File: src/rtl/dcm_lock_monitor.sv
// Frequency/lock checker for a DCM-derived clock, measured in clk2x cycles per REF_WINDOW edges.
// Optional min/max history of published counts is built when DCM_LOCK_MONITOR_HIST_EN is defined.
module dcm_lock_monitor #(
  parameter int REF_WINDOW   = 16,
  parameter int EXPECT_COUNT = 64,
  parameter int TOLERANCE    = 1,
  parameter int LOCK_WINDOWS = 4,
  parameter int STALL_LIMIT  = 16,
  parameter int CNT_W        = 16
) (
  input  logic             clk2x,
  input  logic             resetb,
  input  logic             mon_clk,
  input  logic             enable,
  output logic             locked,
  output logic             stalled,
  output logic             count_valid,
  output logic [CNT_W-1:0] measured_count,
  output logic [7:0]       err_count,
  output logic [7:0]       status,
  output logic [CNT_W-1:0] min_count,
  output logic [CNT_W-1:0] max_count
);
  localparam int EW = $clog2(REF_WINDOW + 1);
  localparam int GW = $clog2(LOCK_WINDOWS + 1);
  localparam int SW = $clog2(STALL_LIMIT + 1);
  localparam logic [EW-1:0]    LAST_EDGE  = EW'(REF_WINDOW - 1);
  localparam logic [GW-1:0]    GOOD_MAX   = GW'(LOCK_WINDOWS);
  localparam logic [SW-1:0]    STALL_LAST = SW'(STALL_LIMIT - 1);
  localparam logic [SW-1:0]    STALL_MAX  = SW'(STALL_LIMIT);
  localparam logic [CNT_W-1:0] EXPECT     = CNT_W'(EXPECT_COUNT);
  localparam logic [CNT_W-1:0] TOL        = CNT_W'(TOLERANCE);

  typedef enum logic [1:0] {IDLE = 2'b00, ARM = 2'b01, MEASURE = 2'b10} state_t;

  function automatic logic [CNT_W-1:0] sat_inc(input logic [CNT_W-1:0] v);
    return (v == '1) ? v : v + CNT_W'(1);
  endfunction

  function automatic logic [CNT_W-1:0] abs_diff(input logic [CNT_W-1:0] a,
                                                input logic [CNT_W-1:0] b);
    return (a >= b) ? a - b : b - a;
  endfunction

  // An all-ones count means the window overflowed and can never be good.
  function automatic logic win_good(input logic [CNT_W-1:0] cnt);
    return (cnt != '1) && (abs_diff(cnt, EXPECT) <= TOL);
  endfunction

  state_t           state_q, state_d;
  logic             s1_q, s2_q, s3_q;
  logic             mon_rise;
  logic [CNT_W-1:0] cyc_q, cyc_d;
  logic [EW-1:0]    edge_q, edge_d;
  logic [GW-1:0]    good_q, good_d;
  logic [SW-1:0]    stall_q, stall_d;
  logic             locked_q, locked_d;
  logic             stalled_q, stalled_d;
  logic [CNT_W-1:0] meas_q, meas_d;
  logic [7:0]       err_q, err_d;
  logic             close_vld_p1_q, close_vld_p1_d;
  logic             cv_q, cv_d;

  assign mon_rise = s2_q & ~s3_q;

  always_comb begin
    state_d        = state_q;
    cyc_d          = cyc_q;
    edge_d         = edge_q;
    good_d         = good_q;
    stall_d        = stall_q;
    locked_d       = locked_q;
    stalled_d      = stalled_q;
    meas_d         = meas_q;
    err_d          = err_q;
    close_vld_p1_d = 1'b0;
    cv_d           = 1'b0;

    case (state_q)
      IDLE: if (enable) state_d = ARM;
      ARM: begin
        if (mon_rise) begin
          cyc_d   = '0;
          edge_d  = '0;
          state_d = MEASURE;
        end
      end
      MEASURE: begin
        cyc_d = sat_inc(cyc_q);
        if (mon_rise) begin
          if (edge_q == LAST_EDGE) begin
            // Closing edge doubles as the next window's start edge.
            meas_d         = sat_inc(cyc_q);
            close_vld_p1_d = 1'b1;
            cyc_d          = '0;
            edge_d         = '0;
          end else begin
            edge_d = edge_q + EW'(1);
          end
        end
      end
      default: state_d = IDLE;
    endcase

    // Judge the window one cycle after it is captured, alongside count_valid.
    if (close_vld_p1_q) begin
      cv_d = 1'b1;
      if (win_good(meas_q)) begin
        good_d   = (good_q == GOOD_MAX) ? good_q : good_q + GW'(1);
        locked_d = (good_d == GOOD_MAX);
      end else begin
        good_d   = '0;
        locked_d = 1'b0;
        if (err_q != 8'hFF) err_d = err_q + 8'd1;
      end
    end

    if (state_q != IDLE) begin
      if (mon_rise) begin
        stall_d   = '0;
        stalled_d = 1'b0;
      end else begin
        if (stall_q != STALL_MAX) stall_d = stall_q + SW'(1);
        if (stall_q == STALL_LAST) begin
          stalled_d = 1'b1;
          locked_d  = 1'b0;
          good_d    = '0;
          state_d   = ARM;
        end
      end
    end

    if (!enable) begin
      state_d        = IDLE;
      cyc_d          = '0;
      edge_d         = '0;
      good_d         = '0;
      stall_d        = '0;
      locked_d       = 1'b0;
      stalled_d      = 1'b0;
      meas_d         = meas_q;
      err_d          = err_q;
      close_vld_p1_d = 1'b0;
      cv_d           = 1'b0;
    end
  end

  always_ff @(posedge clk2x or negedge resetb) begin
    if (!resetb) begin
      s1_q           <= 1'b0;
      s2_q           <= 1'b0;
      s3_q           <= 1'b0;
      state_q        <= IDLE;
      cyc_q          <= '0;
      edge_q         <= '0;
      good_q         <= '0;
      stall_q        <= '0;
      locked_q       <= 1'b0;
      stalled_q      <= 1'b0;
      meas_q         <= '0;
      err_q          <= '0;
      close_vld_p1_q <= 1'b0;
      cv_q           <= 1'b0;
    end else begin
      s1_q           <= mon_clk;
      s2_q           <= s1_q;
      s3_q           <= s2_q;
      state_q        <= state_d;
      cyc_q          <= cyc_d;
      edge_q         <= edge_d;
      good_q         <= good_d;
      stall_q        <= stall_d;
      locked_q       <= locked_d;
      stalled_q      <= stalled_d;
      meas_q         <= meas_d;
      err_q          <= err_d;
      close_vld_p1_q <= close_vld_p1_d;
      cv_q           <= cv_d;
    end
  end

`ifdef DCM_LOCK_MONITOR_HIST_EN
  logic [CNT_W-1:0] min_q, max_q;
  logic             hist_vld_q;

  always_ff @(posedge clk2x or negedge resetb) begin
    if (!resetb) begin
      min_q      <= '0;
      max_q      <= '0;
      hist_vld_q <= 1'b0;
    end else if (cv_d) begin
      if (!hist_vld_q || (meas_q < min_q)) min_q <= meas_q;
      if (!hist_vld_q || (meas_q > max_q)) max_q <= meas_q;
      hist_vld_q <= 1'b1;
    end
  end

  assign min_count = min_q;
  assign max_count = max_q;
`else
  assign min_count = '0;
  assign max_count = '0;
`endif

  assign locked         = locked_q;
  assign stalled        = stalled_q;
  assign count_valid    = cv_q;
  assign measured_count = meas_q;
  assign err_count      = err_q;
  assign status         = {3'b000, state_q, (err_q != 8'd0), stalled_q, locked_q};
endmodule
File: config.mk
export PLATFORM = sky130hd
export DESIGN_NAME = dcm_lock_monitor
export DESIGN_NICKNAME = d
export VERILOG_FILES = /design/src/rtl/dcm_lock_monitor.sv
export SDC_FILE = /design/constraint.sdc
export NUM_CORES = 1
export LEC_CHECK = 0
export CORE_MARGIN = 3
export CORE_UTILIZATION = 45
export CTS_CLUSTER_DIAMETER = 40
export DETAILED_ROUTE_END_ITERATION = 7
export PLACE_DENSITY_LB_ADDON = 0.15
export RECOVER_POWER = 50
export SLEW_MARGIN = 5
export SYNTH_ARGS = -nofsm -noshare
export SYNTH_HDL_FRONTEND = slang
export SYNTH_SLANG_ARGS = --single-unit
File: constraint.sdc
create_clock -name clk2x -period 3.6 [get_ports clk2x]
set_input_delay 0.54 -clock clk2x [delete_from_list [all_inputs] [get_ports clk2x]]
set_output_delay 0.54 -clock clk2x [all_outputs]
set_load 0.05 [all_outputs]
==> results of run 1 <==
-- sequential cells by signal (all words and copies together) (netlist names), 2 cells and up --
name,flops
stall_q,5
good_q,3
measured_count,16
err_count,8
edge_q,5
state_q,2
cyc_q,16
-- placed cells by master (no fill, tap or decap), types with 5 or more instances in the layout --
cell / count
nor2b_1: 5
clkdlybuf4s50_1: 31
nor2_1: 26
xnor2_1: 14
clkbuf_8: 9
dfrtp_1: 62
a31oi_1: 5
nand3_1: 17
and3_1: 6
o21ai_0: 44
a21oi_1: 14
and4_1: 6
ha_1: 13
xor2_1: 10
and2_1: 5
nor4_1: 5
conb_1: 35
a211oi_1: 5
nand4_1: 9
o31ai_1: 6
nand2_1: 52
inv_1: 22
nand2b_1: 5
-- power breakdown --
part	internal, mW	switching [mW]	leakage, nW
clock	0.392	0.291	0.106
sequential	0.703	0.00879	0.855
combinational	0.0195	0.129	0.915
-- final cells by class --
type                    count  area [um2]  area share
clock buffers               9       123.9     0.02882
repair buffers             38       360.3     0.08384
well taps                 102       127.6     0.02969
multi-input cells         331        1954      0.4547
flip-flops and latches     62        1551      0.3610
inverters                  22       82.58     0.01921
clock inverters             7       97.59     0.02271
-- logic make-up after synthesis --
group / count (synthesis) / share of synthesized area
other: 1 / 0.0009846
DFF: 62 / 0.4074
AOI/OAI and AO/OA: 96 / 0.1551
adders and majority gates: 13 / 0.04271
and+or+nand+nor: 157 / 0.2089
xor gates and xnor gates: 24 / 0.05519
buffers and inverters: 75 / 0.1130
muxes: 6 / 0.01675
-- routing by layer --
layer / track usage / routed length (um) / vias up
met5: 0 / 0 / -
met4: 0.07135 / 130 / 0
met1: 0.2416 / 3875 / 1395
met3: 0.02643 / 330 / 10
li1: - / - / 1510
met2: 0.2555 / 3514 / 69
-- path summary, 6_finish.rpt --
| path | from | to | slack, ns | depth (start not counted) |
|---|---|---|---|---|
| max | measured_count[6] | err_count[1] | 0.54 | 10 |
| min | s1_q | s2_q | 0.35 | 0 |
| min in group asynchronous | resetb | s3_q | 0.37 | 1 |
| max in group asynchronous | resetb | measured_count[0] | 1.62 | 2 |
| max reg2reg | measured_count[6] | err_count[1] | 0.54 | 10 |
| min reg2reg | s1_q | s2_q | 0.35 | 0 |
-- worst max-delay path: stages, from the launching register on --
cell       delay (ns)
dfrtp_1          0.48
inv_1            0.16
ha_1             0.19
or3b_1           0.48
a2111o_1         0.48
nor3_2           0.19
a2bb2oi_1        0.19
nand4_1          0.13
buf_4            0.19
nand3_1          0.13
mux2_1           0.33
-- per-stage QoR --
step                      area, um2  hold slack [ns]  power [mW]  setup slack, ns
final                          4298           0.3547       1.543           0.5409
after global routing           4298           0.3685       1.609           0.3521
after CTS                      4305           0.1436       1.565           0.5390
after detailed placement       4084           0.3395      0.8758           0.5409
after global placement         4084           0.3354      0.8748           0.5899
after floorplan                3936           0.2444      0.8729           0.5492
==> flow_summary.toml, run 1 <==
[run_status]
status = "complete, no violations"

[placed_design]
routabilityCongestion = 0.8583
port_buffers = 35
placed_cells = 555
hpwl_mm = 5.839

[routing]
finalWirelength_mm = 7.850
wl_per_cell_um = 13.75
dr.first_iter.drc_count = 130
drt_first_pass_iters = 4
drc_errors = 0
via_per_inst = 5.226
antenna_left = 0
vias = 2984

[timing]
finalCritPeriodShare = 0.8498
hold_viol = 0
setup_viol = 0
finalMaxSlewViolations = 0
finalClockSkew_ns = 0.01190
worstMarginPinSlew_ns = 1.063
setup_tns_ns = 0
max_slew_margin = 0.2914
rsz0062_at_grt = "false"
period_needed_ns = 3.059
max_freq_mhz = 326.9

[clocking]
cts_root_buffer = "clkbuf_8"
cts.sinks = 62
cts_resized = 0
post_cts_buffers = 0
clock_path_buffers = 2
cts_max_level = 3
hold_buffers = 0
cts_tree = "built"
clkLatencyLatePin_ns = 0.34
cts_made_buffers = 9
clk_pin_slew_ns = 0.08

[cells_and_area]
fillers = 748
area_growth_pct = 12.84
finish.utilization = 0.5394
drive_above_1_share = 0.05117
nets = 481
finalNonFillerCells = 571
n_antenna_cell = 0

[setup_path]
crit_type = "reg -> reg"
crit_arrival_ns = 3.29
critical_path_peak_fanout = 10
crit_required_ns = 3.83
cp-end-kind = "flip-flop"
cp-start-kind = "flip-flop"

[synthesis]
avgSynthCellArea_um2 = 8.776
yosysTopAreaCell = "dfrtp_1"
synth_area_leaders = "dfrtp_1, buf_4, o21ai_0, nand2_1, ha_1"
synth.most_common_cell = "dfrtp_1"
synthTopCellsByCount = "dfrtp_1, nand2_1, o21ai_0"
synth_edf_count = 0
yosysWarnings = 0
ys_ff_latch = 62
synthFlopType = "dfrtp_1"
synth_top_cell_area_share = 0.4074
ys_seq_area_frac = 0.4074
syn_area_um2 = 3809
async_flop_share = 1.000
syn_inst = 434
netlist-cell-type-count = 52

[die]
initial_core_util = 0.4780
core_area_um2 = 7968
die_h_um = 98
row_count = 32
dieWidth_um = 98
die-area_um2 = 9604
ios = 71

[grt]
grt_overflow = 0
grt_max_degree = 44
first_global_vias = 2833
grt_pass1_wl_mm = 13.51
antenna_found_initial = 0
grt.total_usage = 0.1692

[power]
powerDensity_nw_per_um2 = 359.0
worst_ir_drop_vdd_uv = 216.8
leakage_nw = 1.876

[flow_run]
maxCapViolations = 0

[min_path]
hp-class = "reg -> reg"
No activity file was read; power rests on OpenSTA's default activity.
==> run 2, diff against run 1 <==
Clock period 3.6 ns to 2.5 ns, I/O delays scaled along.
==> flow_summary.toml, run 2 (synthesized netlist as in run 1, its figures left out) <==
[grt]
first_global_vias = 3003
antenna_found_initial = 0
grt_overflow = 0
grt.total_usage = 0.1796
grt_pass1_wl_mm = 14.21
grt_max_degree = 41

[die]
dieWidth_um = 98
row_count = 32
die-area_um2 = 9604
initial_core_util = 0.4780
core_area_um2 = 7968
die_h_um = 98
ios = 71

[timing]
worstMarginPinSlew_ns = 1.222
finalMaxSlewViolations = 0
max_slew_margin = 0.1854
rsz0062_at_grt = "true"
setup_ws_ns = -0.04617
setup_viol = 4
holdWs_ns = 0.2706
finalClockSkew_ns = 0.01239
max_freq_mhz = 392.7
finalCritPeriodShare = 1.018
period_needed_ns = 2.546
setup_tns_ns = -0.1559
hold_viol = 0

[min_path]
hp-class = "in -> async"

[routing]
dr.first_iter.drc_count = 145
finalWirelength_mm = 8.551
drc_errors = 0
drt_first_pass_iters = 4
wl_per_cell_um = 14.11
antenna_left = 0
vias = 3241
via_per_inst = 5.348

[power]
worst_ir_drop_vdd_uv = 270.4
intPower_mw = 1.478
power_frac_comb = 0.105
power.share.sequential = 0.496
swShare = 0.2852
leakage_nw = 2.073
p_sw_mw = 0.5898
pwr-share-clk = 0.399
powerDensity_nw_per_um2 = 441.2

[clocking]
cts_max_level = 3
cts_root_buffer = "clkbuf_8"
clock_path_buffers = 2
clk_pin_slew_ns = 0.07
hold_buffers = 0
cts_tree = "built"
cts_made_buffers = 9
clkLatencyLatePin_ns = 0.34
cts.sinks = 62

[setup_path]
critical_path_peak_fanout = 6
crit_type = "reg -> reg"
r2r_start = "measured_count[6]"
crit_arrival_ns = 2.77
cp-start-kind = "flip-flop"
cp-end-kind = "flip-flop"
crit_required_ns = 2.72
regToRegSetupSlack_ns = -0.05
critPathLaunch = "measured_count[6]"

[cells_and_area]
n_antenna_cell = 0
final_cell_area_um2 = 4687
nets = 517
finalNonFillerCells = 606
drive_above_1_share = 0.1726
final_common_cell = "dfrtp_1"
final_cell_mix = "dfrtp_1, nand2_1, o21ai_0, conb_1, buf_4"
finish.utilization = 0.5883
area_growth_pct = 23.06

[placed_design]
place_area_um2 = 4403
hpwl_mm = 6.267
placed_cells = 589
port_buffers = 35
routabilityCongestion = 0.9000

[run_status]
violations = "negative setup slack"
status = "complete, but fails checks"

[flow_run]
maxCapViolations = 0
-- run 2: routing by layer --
metal  track usage  up-vias  part of all wire
li1              -     1584                 -
met1        0.2448     1573              0.47
met2        0.2880       73              0.48
met3       0.03357       11             0.040
met4       0.06177        0             0.015
met5             0        -                 0
-- run 2: critical path, cell delays in order, from the launching register on --
cell and delay [ns]:
dfrtp_2 0.41, inv_2 0.08, ha_4 0.13, or3b_4 0.42
a2111o_1 0.36, nor3_2 0.20, a2bb2oi_2 0.17, nand4_1 0.14
buf_6 0.17, nand3_4 0.06, mux2_4 0.30
-- run 2: final cells by class --
class | instances | area [um2]
inverter | 22 | 82.58
sequential | 62 | 1556
clock inverter | 3 | 18.77
clock buffer | 12 | 165.2
timing repair buffer | 74 | 650.6
multi-input combinational | 331 | 2086
tap | 102 | 127.6
fill | 748 | 3281
-- run 2: repair_timing --
item	in CTS	in global routing
buffers inserted	1	1
gates resized for setup	7	17
endpoints found under the setup margin	12	12
hold endpoints to repair	0	0
pin swaps	5	6
-- run 2: final timing paths --
kind                            depth (start not counted)                end
max in group asynchronous                               2  measured_count[0]
worst max-delay path                                   10       err_count[1]
worst min-delay path                                    1          cyc_q[10]
worst min register to register                          0               s2_q
min in group clk2x                                      0               s2_q
worst max register to register                         10       err_count[1]
-- run 2: power groups by stage --
stage / sequential (mW) / combinational [mW] / clock, mW
3_3_place_gp: 1.04 / 0.222 / 0
2_1_floorplan: 1.05 / 0.205 / 0
5_1_grt: 1.03 / 0.234 / 0.892
3_5_place_dp: 1.04 / 0.224 / 0
4_1_cts: 1.02 / 0.224 / 0.841
6_report: 1.02 / 0.218 / 0.825
-- run 2: metrics by stage --
step / total power, mW / setup WS [ns]
floorplan: 1.257 / -0.1636
global placement: 1.266 / -0.1198
detailed placement: 1.268 / -0.1268
CTS: 2.090 / -0.007875
global route: 2.152 / -0.1648
finish: 2.068 / -0.04617
==> run 3, diff against run 2 <==
==> constraint.sdc (replaced) <==
create_clock -name clk2x -period 2.5 [get_ports clk2x]
set_input_delay 0.75 -clock clk2x [delete_from_list [all_inputs] [get_ports clk2x]]
set_output_delay 0.75 -clock clk2x [all_outputs]
set_load 0.05 [all_outputs]
==> flow_summary.toml, run 3 (synthesized netlist as in run 1, its figures left out) <==
[routing]
wl_per_cell_um = 13.97
vias = 3224
via_per_inst = 5.251
drt_first_pass_iters = 4
drc_errors = 0
finalWirelength_mm = 8.575
antenna_left = 0
dr.first_iter.drc_count = 157

[timing]
hold_viol = 0
setup_tns_ns = -0.06762
setup_viol = 3
setup_ws_ns = -0.03369
finalCritPeriodShare = 1.013
holdWs_ns = 0.3520
max_freq_mhz = 394.7
finalClockSkew_ns = 0.01909
period_needed_ns = 2.534
worstMarginPinSlew_ns = 1.541
finalMaxSlewViolations = 63
rsz0062_at_grt = "true"
max_slew_margin = -0.02717

[power]
worst_ir_drop_vdd_uv = 229.8
p_sw_mw = 0.6424
power.share.sequential = 0.469
pwr-share-clk = 0.428
leakage_nw = 2.106
power_frac_comb = 0.104
swShare = 0.2939
finalPower_mw = 2.186
powerDensity_nw_per_um2 = 459.3
intPower_mw = 1.543

[cells_and_area]
drive_above_1_share = 0.1797
finish.utilization = 0.5972
n_antenna_cell = 0
final_cell_area_um2 = 4758
nets = 524
final_common_cell = "dfrtp_1"
finalNonFillerCells = 614
fillers = 698
final_cell_mix = "dfrtp_1, nand2_1, o21ai_0, buf_4, conb_1"
area_growth_pct = 24.93

[die]
dieWidth_um = 98
row_count = 32
core_area_um2 = 7968
die_h_um = 98
ios = 71
initial_core_util = 0.4780
die-area_um2 = 9604

[clocking]
cts_max_level = 3
clk_pin_slew_ns = 0.08
cts_tree = "built"
cts_made_buffers = 9
cts.sinks = 62
clock_path_buffers = 2
clkLatencyLatePin_ns = 0.34
cts_root_buffer = "clkbuf_8"

[placed_design]
place_area_um2 = 4453
placed_cells = 596
routabilityCongestion = 0.8645
hpwl_mm = 6.190
port_buffers = 35
pre_cts_ws_ns = -0.08857

[setup_path]
critical_path_peak_fanout = 7
crit_required_ns = 2.76
crit_arrival_ns = 2.80
crit_type = "reg -> reg"
cp-end-kind = "flip-flop"
cp-start-kind = "flip-flop"
regToRegSetupSlack_ns = -0.03
reg2regPathDepth = 9

[min_path]
hold_path_depth = 0
hp-class = "reg -> reg"

[grt]
grt_max_degree = 63
grt_pass1_wl_mm = 14.28
antenna_found_initial = 0
grt_overflow = 0
first_global_vias = 2976
grt.total_usage = 0.1797

[run_status]
status = "complete, but fails checks"
violations = "max-capacitance violations, max-slew violations, negative setup slack"

[flow_run]
maxCapViolations = 1
-- run 3: changes by cell type in the layout (fill, tap and decap cells not counted), moves of 2 or more --
cell             delta
a2111oi_2           -2
buf_4               +7
clkbuf_8            -2
clkdlybuf4s50_1     -2
clkinvlp_4          +2
ha_2                -2
inv_6               +2
-- run 3: what timing repair did --
action | 4_1_cts | 5_1_grt
resized for setup | 4 | 17
hold endpoints to repair | 0 | 0
setup buffers | 1 | 1
hold buffers | 0 | 0
pin swaps | 2 | 10
endpoints found under the setup margin | 12 | 12
gates cloned | 0 | 0
-- run 3: metal layers --
| layer | wire length [um] | GRT usage | share of wire |
|---|---|---|---|
| met5 | 0 | 0 | 0 |
| met4 | 103 | 0.05964 | 0.012 |
| met3 | 412 | 0.03071 | 0.048 |
| met2 | 3930 | 0.2738 | 0.46 |
| met1 | 4129 | 0.2597 | 0.48 |
-- run 3: power by group through the flow --
stage | clock network, mW | registers, mW | logic, mW
finish | 0.934 | 1.03 | 0.226
global route | 0.991 | 1.03 | 0.242
CTS | 0.948 | 1.02 | 0.232
detailed placement | 0 | 1.04 | 0.232
global placement | 0 | 1.04 | 0.229
floorplan | 0 | 1.05 | 0.205
-- run 3: layout make-up --
type,count,area [um2],share of cell area
clock buffers,10,137.6,0.02892
inverters,22,82.58,0.01735
well taps,102,127.6,0.02682
multi-input cells,331,2081,0.4373
clock inverters,6,67.56,0.01420
repair buffers,81,705.7,0.1483
flip-flops and latches,62,1556,0.3271
-- run 3: critical path: stages (launching register included) --
cell and delay [ns]:
dfrtp_2 0.41, inv_2 0.08, ha_4 0.13, or3b_4 0.42, nor4_1 0.30, nand4_1 0.15, a211oi_2 0.22, nand4_1 0.17
or4_1 0.43, a21oi_1 0.13
-- run 3: path summary, 6_finish.rpt --
kind / startpoint / end
worst max-delay path: measured_count[7] / locked
worst min-delay path: s1_q / s2_q
worst max register to register: measured_count[7] / locked
worst min register to register: s1_q / s2_q
max in group asynchronous: resetb / measured_count[0]
min in group asynchronous: resetb / cyc_q[7]
